$ cat src/rtl/colour_game_pkg.sv
// Shared types and constants for the colour sequence game: FSM state encoding,
// RGB565 palette for the downstream pixel mux, and a one-hot colour helper.
package colour_game_pkg;

    typedef enum logic [3:0] {
        IDLE,
        APPEND,
        SHOW_ON,
        SHOW_OFF,
        INPUT,
        RELEASE,
        PAUSE,
        GAMEOVER,
        WIN,
        WAITREL
    } game_state_t;

    localparam logic [15:0] RGB_BLACK  = 16'h0000;
    localparam logic [15:0] RGB_GREEN  = 16'h5FE8;
    localparam logic [15:0] RGB_RED    = 16'hFA28;
    localparam logic [15:0] RGB_BLUE   = 16'h12DE;
    localparam logic [15:0] RGB_YELLOW = 16'hFFC6;

    function automatic logic [7:0] onehot8(input logic [2:0] code);
        return 8'b1 << code;
    endfunction

endpackage

$ cat src/rtl/game_lfsr16.sv
// 16-bit Fibonacci LFSR (taps 16,14,13,11) that advances every clock cycle;
// SEED must be non-zero or the register locks up at zero.
module game_lfsr16 #(
    parameter logic [15:0] SEED = 16'hACE1
) (
    input  logic        clock,
    input  logic        reset,
    output logic [15:0] value
);

    logic [15:0] value_q;
    logic [15:0] value_d;

    assign value_d = {value_q[14:0], value_q[15] ^ value_q[13] ^ value_q[12] ^ value_q[10]};
    assign value   = value_q;

    always_ff @(posedge clock or posedge reset) begin
        if (reset) begin
            value_q <= SEED;
        end else begin
            value_q <= value_d;
        end
    end

endmodule

$ cat src/rtl/colour_sequence_game.sv
// Simon-style sequence game: grows a random colour sequence, replays it one-hot,
// then scores key presses. Optional input timeout via COLOUR_GAME_TIMEOUT_EN.
module colour_sequence_game
    import colour_game_pkg::*;
#(
    parameter int          NUM_KEYS       = 4,
    parameter int          MAX_SEQ_LEN    = 16,
    parameter int          SHOW_CLOCKS    = 12500000,
    parameter int          GAP_CLOCKS     = 2500000,
    parameter logic [15:0] LFSR_SEED      = 16'hACE1,
    parameter int          TIMEOUT_CLOCKS = 150000000
) (
    input  logic                               clock,
    input  logic                               reset,
    input  logic [NUM_KEYS-1:0]                key,
    output logic [NUM_KEYS-1:0]                colour,
    output logic [$clog2(MAX_SEQ_LEN+1)-1:0]   level,
    output logic                               game_over,
    output logic                               game_won,
    output logic                               input_phase
);

    localparam int CW    = $clog2(NUM_KEYS);
    localparam int LW    = $clog2(MAX_SEQ_LEN + 1);
    localparam int IW    = $clog2(MAX_SEQ_LEN);
    localparam int TMAX1 = (SHOW_CLOCKS > GAP_CLOCKS) ? SHOW_CLOCKS : GAP_CLOCKS;
    localparam int TMAX  = (TMAX1 > TIMEOUT_CLOCKS) ? TMAX1 : TIMEOUT_CLOCKS;
    localparam int TW    = $clog2(TMAX + 1);

    game_state_t         state_q, state_d;
    logic [LW-1:0]       level_q, level_d;
    logic [IW-1:0]       idx_q, idx_d;
    logic [TW-1:0]       timer_q, timer_d;
    logic [NUM_KEYS-1:0] echo_q, echo_d;
    logic                correct_q, correct_d;

    logic [CW-1:0]       seq_mem [MAX_SEQ_LEN];
    logic [CW-1:0]       seq_rd;
    logic [CW-1:0]       element;
    logic                seq_we;
    logic [15:0]         lfsr_value;
    logic [NUM_KEYS-1:0] exp_colour;
    logic                key_any;
    logic                key_match;
    logic                timer_zero;
    logic                idx_last;

    game_lfsr16 #(.SEED(LFSR_SEED)) u_lfsr (
        .clock (clock),
        .reset (reset),
        .value (lfsr_value)
    );

    // Only the low byte feeds the colour pick; the rest is pure LFSR state.
    logic [7:0] lfsr_unused;
    assign lfsr_unused = lfsr_value[15:8];

    assign element    = CW'(lfsr_value[7:0] % 8'(NUM_KEYS));
    assign seq_rd     = seq_mem[idx_q];
    assign exp_colour = NUM_KEYS'(onehot8(3'(seq_rd)));
    assign key_any    = |key;
    assign key_match  = (key == exp_colour);
    assign timer_zero = (timer_q == '0);
    assign idx_last   = (LW'(idx_q) == level_q - 1'b1);

    // Sequence memory is never cleared; level gates which entries are valid.
    always_ff @(posedge clock) begin
        if (seq_we) begin
            seq_mem[IW'(level_q)] <= element;
        end
    end

    always_ff @(posedge clock or posedge reset) begin
        if (reset) begin
            state_q   <= IDLE;
            level_q   <= '0;
            idx_q     <= '0;
            timer_q   <= '0;
            echo_q    <= '0;
            correct_q <= 1'b0;
        end else begin
            state_q   <= state_d;
            level_q   <= level_d;
            idx_q     <= idx_d;
            timer_q   <= timer_d;
            echo_q    <= echo_d;
            correct_q <= correct_d;
        end
    end

    always_comb begin
        state_d   = state_q;
        level_d   = level_q;
        idx_d     = idx_q;
        echo_d    = echo_q;
        correct_d = correct_q;
        seq_we    = 1'b0;

        case (state_q)
            IDLE, GAMEOVER, WIN: begin
                if (key_any) begin
                    state_d = WAITREL;
                    level_d = '0;
                end
            end
            WAITREL: begin
                if (!key_any) state_d = APPEND;
            end
            APPEND: begin
                seq_we  = 1'b1;
                level_d = level_q + 1'b1;
                idx_d   = '0;
                state_d = SHOW_ON;
            end
            SHOW_ON: begin
                if (timer_zero) state_d = SHOW_OFF;
            end
            SHOW_OFF: begin
                if (timer_zero) begin
                    if (idx_last) begin
                        idx_d   = '0;
                        state_d = INPUT;
                    end else begin
                        idx_d   = idx_q + 1'b1;
                        state_d = SHOW_ON;
                    end
                end
            end
            INPUT: begin
                // Only the first non-zero sample is scored; later changes are ignored.
                if (key_any) begin
                    echo_d    = key;
                    correct_d = key_match;
                    state_d   = RELEASE;
                end
`ifdef COLOUR_GAME_TIMEOUT_EN
                else if (timer_zero) begin
                    state_d = GAMEOVER;
                end
`endif
            end
            RELEASE: begin
                if (!key_any) begin
                    if (!correct_q) begin
                        state_d = GAMEOVER;
                    end else if (!idx_last) begin
                        idx_d   = idx_q + 1'b1;
                        state_d = INPUT;
                    end else if (level_q == LW'(MAX_SEQ_LEN)) begin
                        state_d = WIN;
                    end else begin
                        state_d = PAUSE;
                    end
                end
            end
            PAUSE: begin
                if (timer_zero) state_d = APPEND;
            end
            default: state_d = IDLE;
        endcase

        // Timer reloads whenever a new state is entered, otherwise counts to zero.
        timer_d = timer_zero ? '0 : timer_q - 1'b1;
        if (state_d != state_q) begin
            case (state_d)
                SHOW_ON:         timer_d = TW'(SHOW_CLOCKS - 1);
                SHOW_OFF, PAUSE: timer_d = TW'(GAP_CLOCKS - 1);
`ifdef COLOUR_GAME_TIMEOUT_EN
                INPUT:           timer_d = TW'(TIMEOUT_CLOCKS);
`endif
                default:         timer_d = '0;
            endcase
        end
    end

    always_comb begin
        colour = '0;
        case (state_q)
            SHOW_ON: colour = exp_colour;
            RELEASE: colour = echo_q;
            default: colour = '0;
        endcase
    end

    assign level       = level_q;
    assign game_over   = (state_q == GAMEOVER);
    assign game_won    = (state_q == WIN);
    assign input_phase = (state_q == INPUT) || (state_q == RELEASE);

endmodule

$ cat config.mk
export PLATFORM = sky130hd
export DESIGN_NAME = colour_sequence_game
export DESIGN_NICKNAME = d
export VERILOG_FILES = /design/src/rtl/colour_game_pkg.sv /design/src/rtl/game_lfsr16.sv /design/src/rtl/colour_sequence_game.sv
export SDC_FILE = /design/constraint.sdc
export NUM_CORES = 1
export LEC_CHECK = 0
export CORE_MARGIN = 3
export CORE_UTILIZATION = 61
export DETAILED_ROUTE_END_ITERATION = 16
export GPL_TIMING_DRIVEN = 1
export MAX_ROUTING_LAYER = met4
export PLACE_DENSITY = 0.8
export SYNTH_ARGS = -nofsm -noshare
export SYNTH_HDL_FRONTEND = slang
export SYNTH_SLANG_ARGS = --single-unit
$ cat constraint.sdc
create_clock -name clock -period 3.2 [get_ports clock]
set_clock_uncertainty 0.05 [all_clocks]
set_input_delay 0.64 -clock clock [delete_from_list [all_inputs] [get_ports clock]]
set_output_delay 0.64 -clock clock [all_outputs]
set_load 0.005 [all_outputs]
Word-level counts from Yosys, hierarchy flattened
Memories as Yosys holds them, arrays and structs flattened.
Index checks and enable logic that the tools add are counted.
W data, S select, Z words.
{ "totals": {"regBits": 62, "ram_bits": 32, "inputBits": 6, "out_inout_bits": 12, "elab_cells": 75, "n_memories": 1} }
{ "mem_list": {"columns": ["memory", "depth", "width", "read_ports", "rd_clocked_by_memory_dff", "write_ports", "line_no", "text"], "rows": [
  ["seq_mem", 16, 2, 1, 0, 1, "colour_sequence_game.sv:37", "logic [CW-1:0] seq_mem [MAX_SEQ_LEN];"]
]} }
{ "op_classes": {"n_addsub": 4, "n_eq_ne": 21, "n_shift": 1, "mux": 27, "bitwise_logic": 3, "n_reduce_logical": 11} }
{ "ops": {"columns": ["operator", "n"], "rows": [
  ["$mux W4", 15],
  ["$mux W28", 2],
  ["$pmux W24 S2", 1],
  ["$pmux W4 S8", 1],
  ["$logic_not A28 Y1", 1],
  ["$sub A28 B1 Y28 const B", 1],
  ["$eq A4 B3 Y1 const B", 5],
  ["$eq A4 B2 Y1 const B", 4],
  ["$pmux W4 S3", 1],
  ["$ne A2 B2 Y1 const B", 5],
  ["$pmux W5 S2", 1],
  ["$eq A4 B4 Y1 const B", 2],
  ["$pmux W4 S2", 1],
  ["$add A5 B1 Y5 const B", 1],
  ["$eq A4 B5 Y1", 1],
  ["$eq A5 B5 Y1 const B", 1],
  ["$mux W5", 1],
  ["$reduce_and A5 Y1", 1],
  ["$sub A5 B1 Y5 const B", 1],
  ["$add A4 B1 Y4 const B", 1],
  ["$eq A4 B1 Y1 const B", 1],
  ["$eq A4 B4 Y1", 1],
  ["$logic_not A4 Y1", 1],
  ["$ne A4 B4 Y1", 1],
  ["other kinds (11)", 16]
]} }

Depth between registers and ports, before layout
{ "logic_depth": {"word_depth": 10, "depth_mapped": 11} }

Hierarchy
From an unflattened synthesis, not the netlist that was laid out.
{ "hier_totals": {"cells_unflattened": 436, "hier_area_um2": 4847.1} }
{ "by_module_without_submodules": {"columns": ["mod", "n_inst", "cells_per_inst", "area_each_um2", "seq_area_each_um2"], "rows": [
  ["colour_sequence_game", 1, 401, 4294.1, 2112.0],
  ["game_lfsr16", 1, 35, 553.0, 410.4]
]} }

Worst setup path after synthesis
OpenSTA, ideal clock, no wires.
{ "synth_path": {"kind": "register -> register", "startpoint": "reg level_q[0], in the netlist level[0]", "endpoint": "reg timer_q[11]", "t_arrival_ns": 2.481, "path_slack_ns": 0.536, "path_stages_with_launch": 10, "path_buffers": 0, "path_cell_list": "dfrtp_1 > inv_1 > ha_1 > nor3b_1 > xor2_1 > or4_4 > mux2i_1 > o2bb2a_1 > nand4b_1 > o21ai_1"} }
{ "synth_via": {"elab_chain_len": 10} }
{ "synth_lines": {"columns": ["element", "line_no", "text"], "rows": [
  ["start: declaration", "colour_sequence_game.sv:31", "logic [LW-1:0] level_q, level_d;"],
  ["start signal: assignment", "colour_sequence_game.sv:83", "level_q <= level_d;"],
  ["$sub A5 B1 Y5 or $eq A5 B5 Y1 (tied branches)", "colour_sequence_game.sv:64, colour_sequence_game.sv:149", null],
  ["$eq A4 B5 Y1 or $mux W4 (tied branches)", "colour_sequence_game.sv:64, colour_sequence_game.sv:149", null],
  ["$mux W4", "colour_sequence_game.sv:146", "end else if (!idx_last) begin"],
  ["$mux W4", "colour_sequence_game.sv:144", "if (!correct_q) begin"],
  ["$mux W4", "colour_sequence_game.sv:143", "if (!key_any) begin"],
  ["$pmux W4 S8 *", "colour_sequence_game.sv:99", "case (state_q)"],
  ["$eq A4 B2 Y1 or $eq A4 B3 Y1 (tied branches)", "colour_sequence_game.sv:165", "case (state_d)"],
  ["$reduce_or A2 Y1", "colour_sequence_game.sv:165", null],
  ["$pmux W24 S2", "colour_sequence_game.sv:165", null],
  ["$mux W28 *", "colour_sequence_game.sv:164", "if (state_d != state_q) begin"],
  ["net timer_d[11]", "colour_sequence_game.sv:33", "logic [TW-1:0] timer_q, timer_d;"],
  ["end signal: assignment", "colour_sequence_game.sv:85", "timer_q <= timer_d;"],
  ["end: declaration", "colour_sequence_game.sv:33", null]
]} }
The timed path passes the listed nets; every way through them passes the cells marked *.
A chain may end at the register's enable or synchronous reset.

Worst setup path after layout
{ "layout_path": {"startpoint": "reg idx_q[0]", "endpoint": "out colour[3]"} }
{ "layout_via": {"elab_chain_len": 3} }
{ "layout_lines": {"columns": ["element", "line_no", "text"], "rows": [
  ["start: declaration", "colour_sequence_game.sv:32", "logic [IW-1:0] idx_q, idx_d;"],
  ["start signal: assignment", "colour_sequence_game.sv:84", "idx_q <= idx_d;"],
  ["$mem_v2 Z16 W2", null, null],
  ["$shl A1 B2 Y4", "colour_game_pkg.sv:25", "return 8'b1 << code;"],
  ["$pmux W4 S2", "colour_sequence_game.sv:178", "case (state_q)"],
  ["end: declaration", "colour_sequence_game.sv:16", "output logic [NUM_KEYS-1:0] colour,"]
]} }
Every way passes these cells.

==> results.md <==
- Status: finished, final reports clean
- Post-Route WL: 9972 um
- Largest net degree at the start of global routing: 28
- Drt wl/cell: 18.13 um
- Root buffer cell: clkbuf_8
- Number of DRC markers in iteration 0: 271
- GRT Resource Usage Total: 25.48%
- Share of layout cells above drive strength 1: 16.63%
- CTS Buffer Depth: 2
- Clk sinks: 94
- Comb power frac: 38.6%
- Die Width: 93.53 um
- Vias: 3355
- Mapped Nets: 425
- Synth Instances: 413
- Avg Cell Area, Syn: 11.32 um2
- Reg2reg start: idx_q[0]
- Setup TNS: 0 ps
- Die height: 93.53 um
- Fmax: 0.3187 GHz
- Hold crit path type: reg2reg
- Most frequent CP cell: mux4_2
- Worst r2r dst: correct_q
- Slowest-stage cell, CP: mux4_2
- Ports: 18
- RSZ-0062 raised after global routing: false
- DRC: 0
- TritonCTS Buffers: 9
- Hold path depth: 0
- Crit Path Class: reg2out
- Slew of the pin with the lowest slew margin: 673.2 ps
- Htree depth: 3
- Diodes inserted: 0
- WP data arrival: 2450 ps
- Layout net count: 458
- Seq cells post-synth: 94
- Final setup fails: 0
- Port Buffers: 17
- Worst reg-to-reg setup slack: 350 ps
- Crit-path max cell delay: 530 ps
- Skew-Pair Late Insertion Delay: 370 ps
- Clk slew on worst S/H paths: 110 ps
- Setup crit end kind: output pin
- R2R cell count: 10
- Net Sw Power: 0.001496 W
- Final hold vios: 0
- Top-count cell post-synth: dfrtp_1
- Sequential share of the synthesized area: 53.98%
- Hold worst-path end: u_lfsr.value[15]
- Final Max Tran Viols: 0
- Slew margin rel.: 54.65%
- Post-detail-place hpwl: 6766 um
- Hold buffer count at cts: 0
- VDD IR max: 580.6 uV
- PwrDens: 745.1 nW/um2
- Synth area leader: dfrtp_1
- CP bufs+invs: 2
- CP Launch Type: flop
- Share of power burned in registers: 42.3%
- Largest cells by area after synthesis: dfrtp_1, edfxtp_1, xnor2_1
- Share of the synthesized area in the top cell type: 28.92%
- Area added between synthesis and finish: 14.30%
- Row count: 31
- Initial Util: 63.75%
- TritonCTS clock tree: yes
- Post-synth ARST share: 65.96%
- Grt ovf: 0
- Antenna Violating Nets Remaining: 0
- Filler cells: 479
- GP Congestion: 0.9659
- Post-synth EDFFs: 32
- First-pass GRT wire length: 16640 um
- Via density: 6.100
- CP cell instances: buf_12 > mux4_2 > mux4_2 > a32o_1 > clkdlybuf4s15_1
- Final period util: 98.05%
- Die area: 8747 um2
- Commonest cells post-synth: dfrtp_1, nor2_1, nand2_1
- Pre-antenna DRT Iters: 8
- WP data required: 2510 ps
- Initial antenna violation count: 0
- Tmin final: 3138 ps
- Crit path max fanout: 5
- Core area: 7331 um2
- Total chip power: 0.003980 W
- YS warnings: 0
- Clock power frac: 19.1%
- Total leakage power: 2.169 nW
- Vias in the first global route: 3332
- Critical hold path startpoint: u_lfsr.value[14]
- Dominant synthesized flop cell: dfrtp_1
- Net Sw Frac: 37.59%
- Max-cap violations: 0
- Top delay family on crit path: multiplexers
- Post-synth cell types: 61
- P_int: 0.002484 W
- Mapped Area: 4673 um2
==> how the worst max path moves through the flow <==
stage                     startpoint           to  slack (ps)  cells after the start
after floorplan             level[0]  timer_q[11]         540                      9
after global placement        key[3]  timer_q[11]          70                      8
after detailed placement      key[3]   timer_q[4]          20                     10
after CTS                   idx_q[0]    colour[3]          50                      8
after global routing        idx_q[0]    colour[2]           1                      9
final                       idx_q[0]    colour[3]          60                      5
==> kinds of logic (layout without fill, tap and decap cells) <==
| family | Yosys count | after routing | synth area share, % |
|---|---|---|---|
| simple gates | 162 | 162 | 19.04 |
| flops | 94 | 94 | 53.98 |
| compound gates | 64 | 64 | 8.889 |
| xor+xnor | 38 | 38 | 7.122 |
| buf+inv | 32 | 70 | 2.811 |
| mux | 17 | 17 | 6.560 |
| fa+ha+maj | 6 | 6 | 1.606 |
==> metrics by stage <==
step,worst slack (ps),utilization (%),hold WS [ps],std cells,area [um2]
after global placement,71.15,68.99,285.6,528,5057
after CTS,52.74,72.74,311.8,550,5333
after global routing,1.376,72.86,313.3,550,5341
after floorplan,536.4,-,281.2,413,4673
final,62.50,72.86,309.6,550,5341
after detailed placement,19.74,68.99,289.1,528,5057
==> cell usage in the layout (no fill, tap or decap), types with 7 or more instances in the layout <==
| cell type | n |
|---|---|
| nand3_1 | 12 |
| xor2_1 | 12 |
| nor3_1 | 15 |
| edfxtp_1 | 32 |
| dfrtp_1 | 52 |
| clkbuf_8 | 9 |
| o21ai_1 | 29 |
| mux4_2 | 9 |
| clkdlybuf4s50_1 | 13 |
| dfstp_2 | 8 |
| nand2_1 | 33 |
| inv_1 | 11 |
| nor2_1 | 36 |
| buf_4 | 18 |
| nor4_1 | 13 |
| o21ai_0 | 7 |
| xnor2_1 | 26 |
==> what timing repair did <==
| action | 4_1_cts | 5_1_grt |
|---|---|---|
| setup buffers | 5 | 0 |
| cloned | 1 | 0 |
| setup endpoints to repair | 4 | 2 |
| pin swaps | 2 | 0 |
| gates resized for setup | 22 | 1 |
==> state kept, by name (all words and copies together) (netlist names) <==
signal and flops:
correct_q 1, echo_q 4, idx_q 4, level 5
seq_mem 32, state_q 4, timer_q 28, u_lfsr.value 16
==> per-layer routing <==
layer  up-vias  track usage [%]  wire, um
met1      1641            32.90      4186
met5         -                -         0
met3        27            2.816       437
met4         0            10.50       282
li1       1561                -         -
met2       126            41.51      5066
==> final cells by class <==
cell class / count / area [um2] / share of cell area, %
sequential: 94 / 2525 / 47.27
inverter: 13 / 48.80 / 0.9136
multi-input combinational: 287 / 2038 / 38.16
clock buffer: 9 / 123.9 / 2.319
timing repair buffer: 41 / 416.7 / 7.800
tap: 99 / 123.9 / 2.319
clock inverter: 7 / 65.06 / 1.218
==> power by group through the flow <==
stage          combinational (W)  sequential (W)  clock, W
2_1_floorplan           0.000997         0.00162         0
3_3_place_gp             0.00131         0.00168         0
3_5_place_dp             0.00137         0.00169         0
4_1_cts                  0.00152         0.00167  0.000762
5_1_grt                  0.00170         0.00171  0.000816
6_report                 0.00154         0.00168  0.000761
Power figures use the tool's default switching activity.
==> RTL change, RTL diff (config.mk and constraints unchanged) <==
The option `COLOUR_GAME_TIMEOUT_EN` is turned on by a define.
--- a/src/rtl/colour_sequence_game.sv
+++ b/src/rtl/colour_sequence_game.sv
@@ -2,2 +2,4 @@
 // then scores key presses. Optional input timeout via COLOUR_GAME_TIMEOUT_EN.
+`define COLOUR_GAME_TIMEOUT_EN
+
 module colour_sequence_game
Function: same outputs for any inputs over 10 cycles, from zero or initial values and one cycle with reset high; that may be too few to reach the edited logic, so the function may still have changed.
==> RTL change against the unedited design <==
  * The run now ends with setup timing left
  * Wire length is 14% higher
  * Synthesized cell count is 4.1% higher
  * Total power is 23% higher
  * Sequential cell count stayed put
  * Utilization is 5.6 points higher
  * Global-route usage is 1.0 points higher
  * Setup slack worse by 0.092 ns
  * Cell area is 8.9% higher
  * Combinational power is 68% higher
  * Synthesized area is 2.3% higher
  * Maximum frequency is 2.9% lower
==> RTL change: results (changes against the unedited design) <==
share of layout cells above drive strength 1 = 0.281 (+0.115)
status = finished with violations
Synth area leaders = dfrtp_1 (28%), edfxtp_1 (20%), xnor2_1 (4.9%), dfstp_2 (4.4%), mux4_2 (3.8%)
Via density = 6.28 (+3.0%)
fin cells = 608 (+11%)
CP Max Fanout = 6 (+1)
Post-CTS Setup Repair Bufs = 6 (+1)
first-pass GRT wire length = 17,800 µm (+6.9%)
most frequent cells after synthesis = dfrtp_1 (54), nor2_1 (44), edfxtp_1 (32)
vias in the first global route = 3,726 (+12%)
setup slack after layout = -0.0299 ns (-0.0924 ns)
Routed WL = 11,300 µm (+14%)
final setup violation count = 3 (+3)
sequential share of power = 0.318 (-0.105)
critical path arrival = 3.48 ns (+1.03 ns)
Yosys cell types = 70 (+15%)
failing checks = setup timing
CP max stage delay = 0.59 ns (+0.06 ns)
syn_nets = 442 (+4.0%)
DPL Wire Length = 7600 µm (+12%)
Worst Tran Pin Value = 0.705 ns (+0.0319 ns)
post-synthesis sequential area ratio = 0.528 (-0.0121)
Initial DRT Pass Iterations = 6 (-2)
adder-cell share of the synthesized area = 0.0157 (-0.000362)
R2R cell count = 8 (-2)
largest net degree at the start of global routing = 27 (-3.6%)
termination of the worst setup path = timer_q[22]$_DFF_PP0_
GRT Total Usage = 0.265 (+0.0101)
RTL change: layout make-up:
type                            count  share of cell area
Sequential cell                    94               0.434
Multi-Input combinational cell    304               0.389
Timing Repair Buffer               80               0.114
Clock buffer                        9              0.0213
Tap cell                           99              0.0213
Clock inverter                      7              0.0114
Inverter                           15             0.00968
RTL change: through the flow:
stage          instance area, µm²   util  total power [mW]  setup TNS [ns]  setup WS [ns]
2_1_floorplan                4780      -              3.01               0         0.0416
3_3_place_gp                 5360  0.723              3.67         -0.0539       -0.00884
3_5_place_dp                 5360  0.723              3.75           -2.25         -0.142
4_1_cts                      5660  0.764              4.65         -0.0191        -0.0191
5_1_grt                      5820  0.785              5.17          -0.659         -0.113
6_report                     5820  0.785              4.90         -0.0797        -0.0299
RTL change: metal layers:
metal,up-vias,part of all wire
met5,-,0
met4,0,0.024
met2,166,0.50
li1,1736,-
met1,1888,0.43
met3,31,0.049
